### config.mk
export PLATFORM = sky130hd
export DESIGN_NAME = lsu_ctrl_flat
export DESIGN_NICKNAME = d
export VERILOG_FILES = /design/src/rtl/lsu_ctrl_if.sv /design/src/rtl/lsu_ctrl.sv /design/src/flat_wrapper.sv
export SDC_FILE = /design/constraint.sdc
export NUM_CORES = 1
export LEC_CHECK = 0
export CAP_MARGIN = 20
export CORE_ASPECT_RATIO = 0.8
export CORE_MARGIN = 5
export CORE_UTILIZATION = 29
export CTS_BUF_LIST = sky130_fd_sc_hd__clkbuf_8
export CTS_CLUSTER_DIAMETER = 50
export DETAILED_ROUTE_END_ITERATION = 10
export GPL_TIMING_DRIVEN = 0
export PLACE_DENSITY = 0.63
export RECOVER_POWER = 25
export SKIP_CTS_REPAIR_TIMING = 1
export SYNTH_ARGS = -nofsm -noshare
export SYNTH_HDL_FRONTEND = slang
export SYNTH_SLANG_ARGS = --single-unit
### constraint.sdc
create_clock -name clk -period 7.9 [get_ports clk]
set_input_delay 1.58 -clock clk [delete_from_list [all_inputs] [get_ports clk]]
set_output_delay 1.58 -clock clk [all_outputs]
set_load 0.01 [all_outputs]
### src/rtl/lsu_ctrl_if.sv
`default_nettype none
// ======================================================================
// lsu_ctrl_if: request / memory / response bundle; master = LSU side
// Rev 1.0
// ======================================================================
interface lsu_ctrl_if #(
  parameter int ADDR_W = 64
);
  logic              req_valid;
  logic              req_ready;
  logic              req_is_store;
  logic [1:0]        req_size;
  logic              req_unsigned;
  logic [ADDR_W-1:0] req_addr;
  logic [63:0]       req_wdata;

  logic [ADDR_W-1:0] mem_addr;
  logic              mem_ren;
  logic              mem_wen;
  logic [63:0]       mem_wdata;
  logic [7:0]        mem_wmask;
  logic [63:0]       mem_rdata;

  logic              resp_valid;
  logic              resp_ready;
  logic [63:0]       resp_rdata;
  logic              resp_err;

  modport master (
    input  req_valid, req_is_store, req_size, req_unsigned, req_addr, req_wdata,
    input  mem_rdata, resp_ready,
    output req_ready, mem_addr, mem_ren, mem_wen, mem_wdata, mem_wmask,
    output resp_valid, resp_rdata, resp_err
  );

  modport slave (
    output req_valid, req_is_store, req_size, req_unsigned, req_addr, req_wdata,
    output mem_rdata, resp_ready,
    input  req_ready, mem_addr, mem_ren, mem_wen, mem_wdata, mem_wmask,
    input  resp_valid, resp_rdata, resp_err
  );
endinterface
`default_nettype wire

### src/rtl/lsu_ctrl.sv
`default_nettype none
// ======================================================================
// lsu_ctrl: load/store initiator with alignment check and lane steering
// Rev 1.0
// ======================================================================
module lsu_ctrl #(
  parameter int ADDR_W     = 64,
  parameter int RD_LATENCY = 1
) (
  input  logic       clk,
  input  logic       rst,
  lsu_ctrl_if.master bus
);

  typedef enum logic [1:0] {
    S_IDLE  = 2'd0,
    S_ISSUE = 2'd1,
    S_WAIT  = 2'd2,
    S_RESP  = 2'd3
  } state_t;

  localparam logic [2:0] C_RD_LAT = 3'(RD_LATENCY);

  state_t            state_q, state_d;
  logic [2:0]        off_q, off_d;
  logic [1:0]        size_q, size_d;
  logic              uns_q, uns_d;
  logic              store_q, store_d;
  logic [2:0]        cnt_q, cnt_d;
  logic [ADDR_W-1:0] mem_addr_q, mem_addr_d;
  logic              mem_ren_q, mem_ren_d;
  logic              mem_wen_q, mem_wen_d;
  logic [63:0]       mem_wdata_q, mem_wdata_d;
  logic [7:0]        mem_wmask_q, mem_wmask_d;
  logic              resp_valid_q, resp_valid_d;
  logic              resp_err_q, resp_err_d;
  logic [63:0]       resp_rdata_q, resp_rdata_d;

  logic [2:0]        w_off;
  logic              w_misaligned;
  logic [7:0]        w_base_mask;

  function automatic logic [63:0] extract(input logic [63:0] raw, input logic [2:0] off,
                                          input logic [1:0] size, input logic uns);
    logic [63:0] s;
    s = raw >> {off, 3'b000};
    case (size)
      2'd0:    extract = uns ? {56'b0, s[7:0]}  : {{56{s[7]}},  s[7:0]};
      2'd1:    extract = uns ? {48'b0, s[15:0]} : {{48{s[15]}}, s[15:0]};
      2'd2:    extract = uns ? {32'b0, s[31:0]} : {{32{s[31]}}, s[31:0]};
      default: extract = s;
    endcase
  endfunction

  assign w_off        = bus.req_addr[2:0];
  assign w_misaligned = ((bus.req_size == 2'd1) && w_off[0]) ||
                        ((bus.req_size == 2'd2) && (w_off[1:0] != 2'b00)) ||
                        ((bus.req_size == 2'd3) && (w_off != 3'b000));

  always_comb begin
    case (bus.req_size)
      2'd0:    w_base_mask = 8'h01;
      2'd1:    w_base_mask = 8'h03;
      2'd2:    w_base_mask = 8'h0F;
      default: w_base_mask = 8'hFF;
    endcase
  end

  always_comb begin
    state_d      = state_q;
    off_d        = off_q;
    size_d       = size_q;
    uns_d        = uns_q;
    store_d      = store_q;
    cnt_d        = cnt_q;
    mem_addr_d   = mem_addr_q;
    mem_ren_d    = mem_ren_q;
    mem_wen_d    = mem_wen_q;
    mem_wdata_d  = mem_wdata_q;
    mem_wmask_d  = mem_wmask_q;
    resp_valid_d = resp_valid_q;
    resp_err_d   = resp_err_q;
    resp_rdata_d = resp_rdata_q;

    case (state_q)
      S_IDLE: begin
        if (bus.req_valid) begin
          off_d   = w_off;
          size_d  = bus.req_size;
          uns_d   = bus.req_unsigned;
          store_d = bus.req_is_store;
          if (w_misaligned) begin
            // Errors skip the memory entirely and respond on the next cycle
            resp_valid_d = 1'b1;
            resp_err_d   = 1'b1;
            resp_rdata_d = 64'd0;
            state_d      = S_RESP;
          end else begin
            // Strobes are registered here so they are high for exactly the ISSUE cycle
            mem_addr_d = {bus.req_addr[ADDR_W-1:3], 3'b000};
            if (bus.req_is_store) begin
              mem_wen_d   = 1'b1;
              mem_wdata_d = bus.req_wdata << {w_off, 3'b000};
              mem_wmask_d = w_base_mask << w_off;
            end else begin
              mem_ren_d   = 1'b1;
              mem_wmask_d = 8'h00;
            end
            state_d = S_ISSUE;
          end
        end
      end

      S_ISSUE: begin
        mem_ren_d   = 1'b0;
        mem_wen_d   = 1'b0;
        mem_wmask_d = 8'h00;
        if (store_q) begin
          resp_valid_d = 1'b1;
          resp_err_d   = 1'b0;
          resp_rdata_d = 64'd0;
          state_d      = S_RESP;
        end else begin
          cnt_d   = C_RD_LAT;
          state_d = S_WAIT;
        end
      end

      S_WAIT: begin
        if (cnt_q == 3'd1) begin
          cnt_d        = 3'd0;
          resp_valid_d = 1'b1;
          resp_err_d   = 1'b0;
          resp_rdata_d = extract(bus.mem_rdata, off_q, size_q, uns_q);
          state_d      = S_RESP;
        end else begin
          cnt_d = cnt_q - 3'd1;
        end
      end

      S_RESP: begin
        if (bus.resp_ready) begin
          resp_valid_d = 1'b0;
          resp_err_d   = 1'b0;
          resp_rdata_d = 64'd0;
          state_d      = S_IDLE;
        end
      end

      default: state_d = S_IDLE;
    endcase
  end

  always_ff @(posedge clk or posedge rst) begin
    if (rst) begin
      state_q      <= S_IDLE;
      off_q        <= 3'd0;
      size_q       <= 2'd0;
      uns_q        <= 1'b0;
      store_q      <= 1'b0;
      cnt_q        <= 3'd0;
      mem_addr_q   <= '0;
      mem_ren_q    <= 1'b0;
      mem_wen_q    <= 1'b0;
      mem_wdata_q  <= 64'd0;
      mem_wmask_q  <= 8'h00;
      resp_valid_q <= 1'b0;
      resp_err_q   <= 1'b0;
      resp_rdata_q <= 64'd0;
    end else begin
      state_q      <= state_d;
      off_q        <= off_d;
      size_q       <= size_d;
      uns_q        <= uns_d;
      store_q      <= store_d;
      cnt_q        <= cnt_d;
      mem_addr_q   <= mem_addr_d;
      mem_ren_q    <= mem_ren_d;
      mem_wen_q    <= mem_wen_d;
      mem_wdata_q  <= mem_wdata_d;
      mem_wmask_q  <= mem_wmask_d;
      resp_valid_q <= resp_valid_d;
      resp_err_q   <= resp_err_d;
      resp_rdata_q <= resp_rdata_d;
    end
  end

  assign bus.req_ready  = (state_q == S_IDLE);
  assign bus.mem_addr   = mem_addr_q;
  assign bus.mem_ren    = mem_ren_q;
  assign bus.mem_wen    = mem_wen_q;
  assign bus.mem_wdata  = mem_wdata_q;
  assign bus.mem_wmask  = mem_wmask_q;
  assign bus.resp_valid = resp_valid_q;
  assign bus.resp_err   = resp_err_q;
  assign bus.resp_rdata = resp_rdata_q;

endmodule
`default_nettype wire
### src/flat_wrapper.sv
// flat-port wrapper written by rule: the top's interface ports become plain ports
module lsu_ctrl_flat 
#(
  parameter int ADDR_W     = 64,
  parameter int RD_LATENCY = 1
)
  (clk, rst, bus_req_valid, bus_req_is_store, bus_req_size, bus_req_unsigned, bus_req_addr, bus_req_wdata, bus_mem_rdata, bus_resp_ready, bus_req_ready, bus_mem_addr, bus_mem_ren, bus_mem_wen, bus_mem_wdata, bus_mem_wmask, bus_resp_valid, bus_resp_rdata, bus_resp_err);
  lsu_ctrl_if #(.ADDR_W(ADDR_W)) bus_i ();
  input  logic clk;
  input  logic rst;
  input wire logic [$bits(bus_i.req_valid)-1:0] bus_req_valid;
  input wire logic [$bits(bus_i.req_is_store)-1:0] bus_req_is_store;
  input wire logic [$bits(bus_i.req_size)-1:0] bus_req_size;
  input wire logic [$bits(bus_i.req_unsigned)-1:0] bus_req_unsigned;
  input wire logic [$bits(bus_i.req_addr)-1:0] bus_req_addr;
  input wire logic [$bits(bus_i.req_wdata)-1:0] bus_req_wdata;
  input wire logic [$bits(bus_i.mem_rdata)-1:0] bus_mem_rdata;
  input wire logic [$bits(bus_i.resp_ready)-1:0] bus_resp_ready;
  output wire logic [$bits(bus_i.req_ready)-1:0] bus_req_ready;
  output wire logic [$bits(bus_i.mem_addr)-1:0] bus_mem_addr;
  output wire logic [$bits(bus_i.mem_ren)-1:0] bus_mem_ren;
  output wire logic [$bits(bus_i.mem_wen)-1:0] bus_mem_wen;
  output wire logic [$bits(bus_i.mem_wdata)-1:0] bus_mem_wdata;
  output wire logic [$bits(bus_i.mem_wmask)-1:0] bus_mem_wmask;
  output wire logic [$bits(bus_i.resp_valid)-1:0] bus_resp_valid;
  output wire logic [$bits(bus_i.resp_rdata)-1:0] bus_resp_rdata;
  output wire logic [$bits(bus_i.resp_err)-1:0] bus_resp_err;
  assign bus_i.req_valid = bus_req_valid;
  assign bus_i.req_is_store = bus_req_is_store;
  assign bus_i.req_size = bus_req_size;
  assign bus_i.req_unsigned = bus_req_unsigned;
  assign bus_i.req_addr = bus_req_addr;
  assign bus_i.req_wdata = bus_req_wdata;
  assign bus_i.mem_rdata = bus_mem_rdata;
  assign bus_i.resp_ready = bus_resp_ready;
  assign bus_req_ready = bus_i.req_ready;
  assign bus_mem_addr = bus_i.mem_addr;
  assign bus_mem_ren = bus_i.mem_ren;
  assign bus_mem_wen = bus_i.mem_wen;
  assign bus_mem_wdata = bus_i.mem_wdata;
  assign bus_mem_wmask = bus_i.mem_wmask;
  assign bus_resp_valid = bus_i.resp_valid;
  assign bus_resp_rdata = bus_i.resp_rdata;
  assign bus_resp_err = bus_i.resp_err;
  lsu_ctrl #(.ADDR_W(ADDR_W), .RD_LATENCY(RD_LATENCY)) u_core (.clk(clk), .rst(rst), .bus(bus_i));
endmodule
==> flow_summary_export.csv <==
group,metric,value,unit
floorplanning,num_io_pins,405,
cells_and_area,drive_above_1_share,14.8,%
placement,gp_congestion,0.955,
placement,place_inst,2067,
floorplanning,coreArea,0.0404,mm2
global_route,track_usage,22.5,%
hold_path,hp-class,"reg -> reg",
clock_tree,htreeDepth,2,
route,ant_nets,0,
sta,whs,476,ps
floorplanning,die_area,0.0447,mm2
sta,hold_viol_final,0,
pwr,seqPwrFrac,28.7,%
clock_tree,cts.sinks,213,
route,drt-initial-drc-count,940,
placement,dpl.hpwl,41300,um
sta,rsz0062_at_grt,"false",
route,viasPerCell,5.31,
route,first_pass_iters,5,
worst_setup_path,r2r_slack,4820,ps
route,routed_wirelength,52900,um
cells_and_area,seq_area,0.00533,mm2
yosys,synth-edff-count,0,
sta,slew_violations,89,
route,wl_per_cell,24.6,um
worst_setup_path,critPathRequiredTime,7900,ps
floorplanning,die_w,235,um
worst_setup_path,start_kind,"input pin",
cells_and_area,multi_input_area,0.00596,mm2
cells_and_area,layout_commonest_cell,"clkdlybuf4s50_1",
floorplanning,die_h,190,um
clock_tree,clkTransAtPathRegs,60,ps
pwr,pwr-share-clk,19.2,%
worst_setup_path,cpMaxStageDelayCell,"clkinvlp_2",
sta,finalCritPeriodShare,57.2,%
global_route,grt_pass1_vias,11900,
cells_and_area,fillers,3868,
worst_setup_path,worst-path-max-fanout,89,
pwr,vdd_ir_drop_max,0.170,mV
yosys,avgSynthCellArea,10.5,um2
yosys,yosys_most_used_dff,"dfrtp_1",
worst_setup_path,critPathKind,"in -> async",
clock_tree,cts_tree,"built",
worst_setup_path,cp-end-kind,"asynchronous set/reset pin",
sta,finalSetupViolations,0,
yosys,synth_warnings,0,
yosys,async_flop_share,100,%
floorplanning,initial_core_util,29.1,%
cells_and_area,final_nets,1775,
clock_tree,numCtsBuffers,43,
floorplanning,rows,66,
placement,place_ws,3430,ps
yosys,yosysSeqAreaShare,45.3,%
global_route,antenna_found_initial,9,
pwr,p_switching,2550,uW
pwr,p_total,6380,uW
pwr,switching_share,40.0,%
global_route,grt-ovfl-total,0,
global_route,grt_max_degree,126,
yosys,synth.distinct_cells,53,
sta,worst_slack,3380,ps
worst_setup_path,crit_buf_inv,2,
sta,fin_crit,4520,ps
route,route.vias.total,11400,
worst_setup_path,arrival,4510,ps
cells_and_area,fin_cells,2152,
job,maxCapViolations,1,
run_status,status,"finished, violations left",
clock_tree,clock_latency,610,ps
sta,worst_pin_slew,4130,ps
worst_setup_path,critical-path-top-delay-family,"buffers and inverters",
clock_tree,clock_path_buffers,3,
placement,io_buffers,399,
sta,fmax,0.221,GHz
worst_setup_path,crit_chain,"dlygate4sd3_1 > clkinvlp_2",
yosys,synthCells,1121,
worst_setup_path,max_stage_delay,2300,ps
pwr,power_density,366,mW/mm2
sta,skew,46.1,ps
global_route,grt_pass1_wl,76800,um
yosys,ys_ff_latch,213,
route,post-route-drc-count,0,
cells_and_area,finish.utilization,43.2,%
cells_and_area,area_growth,48.2,%
clock_tree,root_buffer,"clkbuf_8",
pwr,comb_power_share,52.1,%
pwr,p_leak,0.00732,uW
run_status,violations,"max-capacitance violations, max-slew violations",
sta,maxSlewHeadroom,-177,%
pwr,internal_power,3830,uW
cells_and_area,final_cell_mix,"clkdlybuf4s50_1, dfrtp_1, nand2_1",
yosys,syn_area,0.0118,mm2
[metrics by stage]
stage,area (um2),setup TNS (ps)
2_1_floorplan,11800,0
3_3_place_gp,16400,-529590
3_5_place_dp,16500,0
4_1_cts,17400,0
5_1_grt,17400,0
6_report,17400,0
[cells by family after synthesis]
kind of cell / share of synthesized area (%)
AO/OA/AOI/OAI: 18.7
adder cells (fa/ha/maj): 0.744
buffers and inverters: 4.14
flip-flops: 45.3
multiplexers: 22.0
other: 0.0319
AND/OR/NAND/NOR: 9.15
[metal layers]
metal | global-route usage [%] | part of all wire, %
met1 | 28.7 | 41
met5 | 0 | 0.10
met3 | 8.23 | 10
met4 | 5.68 | 2.3
met2 | 36.5 | 46
[synthesized netlist by cell type, types with 5 or more instances]
cell	instances	area (um2)
clkbuf_1	63	236
o21ai_2	20	175
a31oi_1	12	75.1
a211oi_1	13	97.6
o31ai_1	17	128
buf_1	5	18.8
nand2_1	137	514
a32o_1	12	120
inv_1	11	41.3
o21a_1	14	105
mux4_2	29	653
a22o_1	27	236
nor2b_1	16	100
nor2_1	58	218
a21oi_1	58	290
a221o_1	8	80.1
and2_1	5	31.3
a22oi_1	9	67.6
o2bb2ai_1	8	70.1
dfrtp_1	213	5330
mux2i_1	95	951
mux2_2	87	980
buf_2	23	115
nand2b_1	9	56.3
o22ai_1	12	75.1
nand3_1	6	30.0
ha_1	7	87.6
nor3_1	8	40.0
o21ai_0	90	450
[registers in the layout, indices dropped and copies added (netlist names), 2 cells and up]
signal and count:
u_core.bus.resp_rdata 64, u_core.bus.mem_addr 61, u_core.state_q 2, u_core.bus.mem_wdata 64, u_core.off_q 3, u_core.bus.mem_wmask 8
u_core.cnt_q 3, u_core.size_q 2
[power by group through the flow]
stage          sequential (uW)  clock (uW)  combinational (uW)
2_1_floorplan             2000           0                1500
3_3_place_gp              1830           0                3300
3_5_place_dp              1840           0                3320
4_1_cts                   1830        1270                3340
5_1_grt                   1890        1310                3550
6_report                  1830        1230                3320
[cell type report]
| type | instances | share of cell area [%] |
|---|---|---|
| clock buffer | 53 | 4.18 |
| sequential | 213 | 30.6 |
| buffer | 98 | 2.49 |
| clock inverter | 27 | 1.19 |
| tap | 544 | 3.90 |
| timing repair buffer | 400 | 23.1 |
| antenna | 5 | 0.0718 |
| multi-input combinational | 798 | 34.2 |
| inverter | 14 | 0.309 |
[final timing paths]
path	end	start	cells after the start
max	u_core.bus.resp_rdata[9]	rst	2
min	u_core.bus.resp_rdata[45]	u_core.bus.resp_rdata[45]	2
max reg2reg	u_core.bus.resp_rdata[10]	u_core.state_q[0]	9
min reg2reg	u_core.bus.resp_rdata[45]	u_core.bus.resp_rdata[45]	2
max in group clk	u_core.bus.mem_wdata[42]	bus_req_addr[1]	7
min in group asynchronous	u_core.bus.mem_addr[7]	rst	2
Power figures use the tool's default switching activity.
